File: src/rtl/mult_pkg.sv
// Shared definitions for the signed shift-and-add multiplier: controller states,
// default operand width and the iteration counter sizing.
package mult_pkg;

  localparam int MULT_WIDTH = 16;
  localparam int CNT_W      = $clog2(MULT_WIDTH);

  typedef logic [1:0] state_t;

  localparam state_t ST_IDLE = 2'd0;
  localparam state_t ST_CALC = 2'd1;
  localparam state_t ST_SIGN = 2'd2;
  localparam state_t ST_DONE = 2'd3;

  // Counter must still be at least one bit wide for degenerate widths.
  function automatic int cnt_width(input int w);
    return (w < 2) ? 1 : $clog2(w);
  endfunction

endpackage

File: src/rtl/shift_add_multiplier_if.sv
// Operand/result bundle shared with the companion divider: start plus operands in,
// product with busy/done status out.
interface shift_add_multiplier_if
  import mult_pkg::*;
#(
  parameter int WIDTH = MULT_WIDTH
);

  logic                 start;
  logic [WIDTH-1:0]     A;
  logic [WIDTH-1:0]     B;
  logic [2*WIDTH-1:0]   P;
  logic                 busy;
  logic                 done;

  modport master (
    output start, A, B,
    input  P, busy, done
  );

  modport slave (
    input  start, A, B,
    output P, busy, done
  );

endinterface

File: src/rtl/mult_datapath.sv
// Magnitude shift-and-add datapath: operand registers, accumulator with carry,
// iteration counter and the final sign application into the product register.
module mult_datapath
  import mult_pkg::*;
#(
  parameter int WIDTH = MULT_WIDTH,
  parameter int CW    = cnt_width(WIDTH)
) (
  input  logic                 clk,
  input  logic                 reset,
  input  logic                 i_ld_ops,
  input  logic                 i_step,
  input  logic                 i_ld_p,
  input  logic [WIDTH-1:0]     i_a,
  input  logic [WIDTH-1:0]     i_b,
  output logic [2*WIDTH-1:0]   o_p,
  output logic                 o_cnt_zero
);

  localparam logic [CW-1:0] CNT_INIT = CW'(WIDTH - 1);
  localparam logic [CW-1:0] CNT_ONE  = CW'(1);

  logic [WIDTH-1:0]   r_mcand;
  logic [WIDTH-1:0]   r_mult;
  logic [WIDTH:0]     r_acc;
  logic               r_neg;
  logic [CW-1:0]      r_cnt;
  logic [2*WIDTH-1:0] r_p;

  logic [WIDTH-1:0]   w_mag_a;
  logic [WIDTH-1:0]   w_mag_b;
  logic [WIDTH:0]     w_sum;
  logic [2*WIDTH-1:0] w_mag;
  logic [2*WIDTH-1:0] w_signed;

  // Negating the most-negative value wraps to itself, which is its correct unsigned magnitude.
  assign w_mag_a = i_a[WIDTH-1] ? -i_a : i_a;
  assign w_mag_b = i_b[WIDTH-1] ? -i_b : i_b;

  // r_acc's top bit is always clear after a shift, so adding the full register
  // is the same as adding only its low WIDTH bits.
  assign w_sum    = r_mult[0] ? (r_acc + {1'b0, r_mcand}) : r_acc;
  assign w_mag    = {r_acc[WIDTH-1:0], r_mult};
  assign w_signed = r_neg ? -w_mag : w_mag;

  always_ff @(posedge clk) begin
    if (reset) begin
      r_mcand <= '0;
      r_mult  <= '0;
      r_acc   <= '0;
      r_neg   <= 1'b0;
      r_cnt   <= '0;
      r_p     <= '0;
    end else begin
      if (i_ld_ops) begin
        r_mcand <= w_mag_a;
        r_mult  <= w_mag_b;
        r_acc   <= '0;
        r_neg   <= i_a[WIDTH-1] ^ i_b[WIDTH-1];
        r_cnt   <= CNT_INIT;
      end else if (i_step) begin
        r_acc  <= w_sum >> 1;
        r_mult <= {w_sum[0], r_mult[WIDTH-1:1]};
        if (r_cnt != '0) begin
          r_cnt <= r_cnt - CNT_ONE;
        end
      end
      if (i_ld_p) begin
        r_p <= w_signed;
      end
    end
  end

  assign o_p        = r_p;
  assign o_cnt_zero = (r_cnt == '0);

endmodule

File: src/rtl/shift_add_multiplier.sv
// Signed sequential multiplier: controller FSM sequencing one partial product per clock
// through mult_datapath, then a sign step and a single-cycle done pulse.
module shift_add_multiplier
  import mult_pkg::*;
#(
  parameter int WIDTH = MULT_WIDTH
) (
  input  logic                  clk,
  input  logic                  reset,
  shift_add_multiplier_if.slave bus
);

  state_t             r_state;
  state_t             w_state_next;
  logic               w_ld_ops;
  logic               w_step;
  logic               w_ld_p;
  logic               w_cnt_zero;
  logic [2*WIDTH-1:0] w_p;

  assign w_ld_ops = (r_state == ST_IDLE) && bus.start;
  assign w_step   = (r_state == ST_CALC);
  assign w_ld_p   = (r_state == ST_SIGN);

  // Latency is fixed: the counter always runs all WIDTH iterations, no zero shortcut.
  always_comb begin
    w_state_next = r_state;
    unique case (r_state)
      ST_IDLE: if (bus.start) w_state_next = ST_CALC;
      ST_CALC: if (w_cnt_zero) w_state_next = ST_SIGN;
      ST_SIGN: w_state_next = ST_DONE;
      ST_DONE: w_state_next = ST_IDLE;
      default: w_state_next = ST_IDLE;
    endcase
  end

  always_ff @(posedge clk) begin
    if (reset) begin
      r_state <= ST_IDLE;
    end else begin
      r_state <= w_state_next;
    end
  end

  mult_datapath #(
    .WIDTH (WIDTH)
  ) u_datapath (
    .clk        (clk),
    .reset      (reset),
    .i_ld_ops   (w_ld_ops),
    .i_step     (w_step),
    .i_ld_p     (w_ld_p),
    .i_a        (bus.A),
    .i_b        (bus.B),
    .o_p        (w_p),
    .o_cnt_zero (w_cnt_zero)
  );

  assign bus.P    = w_p;
  assign bus.busy = (r_state == ST_CALC) || (r_state == ST_SIGN);
  assign bus.done = (r_state == ST_DONE);

endmodule

File: src/flat_wrapper.sv
// flat-port wrapper written by rule: the top's interface ports become plain ports
module shift_add_multiplier_flat import mult_pkg::*;
#(
  parameter int WIDTH = MULT_WIDTH
)
  (clk, reset, bus_start, bus_A, bus_B, bus_P, bus_busy, bus_done);
  shift_add_multiplier_if #(.WIDTH(WIDTH)) bus_i ();
  input  logic clk;
  input  logic reset;
  input wire logic [$bits(bus_i.start)-1:0] bus_start;
  input wire logic [$bits(bus_i.A)-1:0] bus_A;
  input wire logic [$bits(bus_i.B)-1:0] bus_B;
  output wire logic [$bits(bus_i.P)-1:0] bus_P;
  output wire logic [$bits(bus_i.busy)-1:0] bus_busy;
  output wire logic [$bits(bus_i.done)-1:0] bus_done;
  assign bus_i.start = bus_start;
  assign bus_i.A = bus_A;
  assign bus_i.B = bus_B;
  assign bus_P = bus_i.P;
  assign bus_busy = bus_i.busy;
  assign bus_done = bus_i.done;
  shift_add_multiplier #(.WIDTH(WIDTH)) u_core (.clk(clk), .reset(reset), .bus(bus_i));
endmodule
File: config.mk
export PLATFORM = sky130hd
export DESIGN_NAME = shift_add_multiplier_flat
export DESIGN_NICKNAME = d
export VERILOG_FILES = /design/src/rtl/mult_pkg.sv /design/src/rtl/shift_add_multiplier_if.sv /design/src/rtl/mult_datapath.sv /design/src/rtl/shift_add_multiplier.sv /design/src/flat_wrapper.sv
export SDC_FILE = /design/constraint.sdc
export NUM_CORES = 1
export LEC_CHECK = 0
export CAP_MARGIN = 0
export CORE_MARGIN = 8
export CORE_UTILIZATION = 40
export DETAILED_ROUTE_END_ITERATION = 6
export GPL_TIMING_DRIVEN = 0
export PLACE_DENSITY = 0.59
export SYNTH_ARGS = -nofsm -noshare
export SYNTH_HDL_FRONTEND = slang
export SYNTH_SLANG_ARGS = --single-unit
export TNS_END_PERCENT = 10
File: constraint.sdc
create_clock -name clk -period 4.8 [get_ports clk]
set_clock_uncertainty 0.1 [all_clocks]
set_input_delay 0.48 -clock clk [delete_from_list [all_inputs] [get_ports clk]]
set_output_delay 0.48 -clock clk [all_outputs]
set_load 0.1 [all_outputs]
==> reports/results.ini <==
[worst_setup_path]
path_class = flop to output pin
slowest_delay_ps = 1140
rrSetupSlack_ps = 2100
crit_chain = inv_1, ha_1, clkdlybuf4s50_1
crit_path_top_delay_cell = clkdlybuf4s50_1
arrival_ps = 2300
start_kind = flop
path_max_fanout = 4
end_kind = output pin
worstPathRequired_ps = 4220
cpLargestDelayFamily = buffers and inverters
critPathBufInv = 2

[logic_synthesis]
syn_area_per_cell_um2 = 8.250
synth_top_cell_area_share_pct = 32.04
synth-seq-cells = 87
synth_fp_nets = 720
synth_cells = 659
ys_warn_count = 0
yosys.area.top_type = dfxtp_1
seq_area_frac_synth_pct = 32.04
synth.distinct_cells = 63
synth-edff-count = 0
synth_ff_type = dfxtp_1
synthesis.area_um2 = 5436
async_reset_ff_share_pct = 0
synth_area_leaders = dfxtp_1 (32%), a211oi_1 (6.1%), ha_1 (5.8%), nor2_1 (4.9%), mux2i_1 (4.8%)

[placed_design]
gp_congestion = 0.8622
place.port_buffers = 67
place_hpwl_mm = 12.47
dp_slack_ps = 1633
dp.cells = 902

[sta]
setup_viol = 0
layout_setup_ws_ps = 1920
min_period_ps = 2880
setup_tns_ps = 0
worst_pin_slew_ps = 985.4
period_share_pct = 60.01
rsz0062_at_grt = no
fmax_ghz = 0.3472
hold_viol_final = 0
slew_headroom_pct = 34.10
drv_slew = 0

[flow_run]
cap_viol_max_count = 0

[run_status]
status = finished, final reports clean

[layout]
areaGrowthSynthToFinish_pct = 21.98
nNetsFinal = 798
utilization_pct = 50.08
layout-drive-gt1-share_pct = 3.774
stdcell_count = 918
n_antenna_cell = 0
n_fill_cell = 1290

[global_routing]
grt_start_max_net_pins = 17
gr-total-overflow = 0
grtUsageTotal_pct = 18.28
antenna_found_initial = 0
grt_pass1_wl_mm = 26.43
grt_pass1_vias = 5088

[die]
start_util_pct = 41.05
die_h_um = 132.6
dieArea_um2 = 17580
fp-row-count = 42
fp.coreArea_um2 = 13240
die_w_um = 132.6
ios = 69

[drt]
drtAntennaViolNets = 0
drtIter0Drc = 327
routedWlPerCell_um = 17.47
vias = 5178
drc = 0
wirelength_mm = 16.04
m1WireLength_mm = 7.762
wl_met3_um = 784
wl_met2_mm = 7.191
topRoutingLayerUsed = met4
viasPerCell = 5.641
dr.pass1.iters = 5

[cts]
htreeDepth = 3
cts_root_buffer = clkbuf_16
holdBufCountCts = 0
clock_path_buffers = 2
cts_setup_buffers = 0
cts_tree = yes
cts_resized = 0
cts_buffers = 9
clk_pin_slew_ps = 70
clock-sinks = 87
clock_latency_ps = 350

[power_and_ir_drop]
ir_drop_uv = 497.9
p_per_area_nw_per_um2 = 609.7
total_leakage_power_nw = 2.364

[hold_path]
hp-class = flop to flop

[power breakdown]
group	total [mW]	internal, mW	switching [mW]
Sequential	1.15	0.923	0.225
Clock	0.728	0.409	0.319
Combinational	2.17	0.701	1.47
Total	4.04	2.03	2.01
[layout by cell type (no fill, tap or decap), drive strengths merged, types with 4 or more instances in the layout]
cell | synthesis | final
nand4b | 4 | 4
a41oi | 4 | 4
o22ai | 7 | 7
ha | 25 | 25
inv | 13 | 16
o31ai | 10 | 10
o221ai | 4 | 4
clkbuf | 29 | 38
nor2 | 71 | 71
nor3b | 10 | 10
a21oi | 31 | 31
or3 | 11 | 11
nand3 | 17 | 17
or4 | 6 | 6
nand2 | 46 | 46
o21ai | 38 | 38
a22o | 8 | 8
nand2b | 9 | 9
nor3 | 9 | 9
nand4 | 4 | 4
nor2b | 14 | 14
a211oi | 44 | 44
nor4 | 8 | 8
clkdlybuf4s50 | 0 | 67
buf | 11 | 11
a31oi | 15 | 15
xor2 | 24 | 24
mux2i | 26 | 26
o41ai | 8 | 8
xnor2 | 29 | 29
dfxtp | 87 | 87
[metal layers]
layer / GRT usage [%] / vias to the layer above
met5: 0 / -
met4: 7.066 / 0
met3: 2.650 / 22
met2: 29.48 / 138
met1: 24.06 / 2427
li1: - / 2591
[layout make-up]
class                           count  area [um^2]  share of cell area (%)
Tap cell                          176        220.2                   3.321
Sequential cell                    87         1742                   26.26
Clock inverter                      7        78.83                   1.189
Multi-Input combinational cell    518         3492                   52.66
Buffer                             40        150.1                   2.264
Clock buffer                        9        225.2                   3.396
Inverter                           14        52.55                  0.7925
Timing Repair Buffer               67        670.6                   10.11
[metrics by stage]
stage	cell area (um^2)	power, mW	hold WS (ps)
global placement	6327	3.284	349.7
floorplan	5436	2.752	331.5
global route	6631	4.308	381.2
detailed placement	6327	3.317	353.6
CTS	6631	4.046	362.9
finish	6631	4.043	358.4
[state kept, by name, indices dropped and copies added, names as in the netlist]
name,count
u_core.u_datapath.o_p,32
u_core.u_datapath.r_acc,16
u_core.u_datapath.r_mcand,16
u_core.u_datapath.r_mult,16
u_core.u_datapath.r_cnt,4
u_core.r_state,2
u_core.u_datapath.r_neg,1
[final timing paths]
| check | depth (start not counted) | from | to |
|---|---|---|---|
| hold reg to reg | 2 | u_core.u_datapath.r_mcand[15]$_SDFFE_PP0P_ | u_core.u_datapath.r_mcand[15]$_SDFFE_PP0P_ |
| hold / removal | 2 | u_core.u_datapath.r_mcand[15]$_SDFFE_PP0P_ | u_core.u_datapath.r_mcand[15]$_SDFFE_PP0P_ |
| setup reg to reg | 8 | u_core.r_state[1]$_SDFFE_PP0P_ | u_core.u_datapath.r_acc[8]$_SDFFE_PP0P_ |
| setup / recovery | 3 | u_core.r_state[0]$_SDFFE_PP0P_ | bus_busy |
[cells by family after synthesis]
kind of cell / synth area share, %
xor gates and xnor gates: 8.538
AOI/OAI and AO/OA: 24.51
buffers and inverters: 3.728
adders and majority gates: 6.122
DFF: 32.04
muxes: 4.994
and+or+nand+nor: 20.07
[worst reg2reg max path, cell delays in order (launching register included)]
cell      delay [ps]
dfxtp_1          340
inv_1            100
ha_1             140
clkbuf_1         450
clkbuf_1         540
clkbuf_1         520
nand3_1          170
mux2i_1          180
nor2_1            60
[cell usage after synthesis (2+ instances only)]
cell	count
inv_1	13
o41ai_1	7
nand2b_1	9
or2_1	2
dfxtp_1	87
o21ai_0	33
o22ai_1	7
a31oi_1	15
nand3_1	17
nor3b_1	10
o221ai_1	4
a211oi_1	44
a22o_1	8
or4_1	4
mux2i_1	26
buf_1	11
nor2b_1	14
o21ai_1	4
nand2_1	46
xor2_1	24
a21oi_1	31
a31o_2	2
nor3_1	9
o211ai_1	3
a211o_1	2
a21boi_0	2
nor2_1	71
clkbuf_1	29
o311ai_0	2
or4_4	2
a21o_1	3
xnor2_1	29
nor4_1	7
a41oi_1	4
nand4_1	4
or3_1	11
ha_1	25
o31ai_1	10
nand4b_1	4
Power figures use the tool's default switching activity.
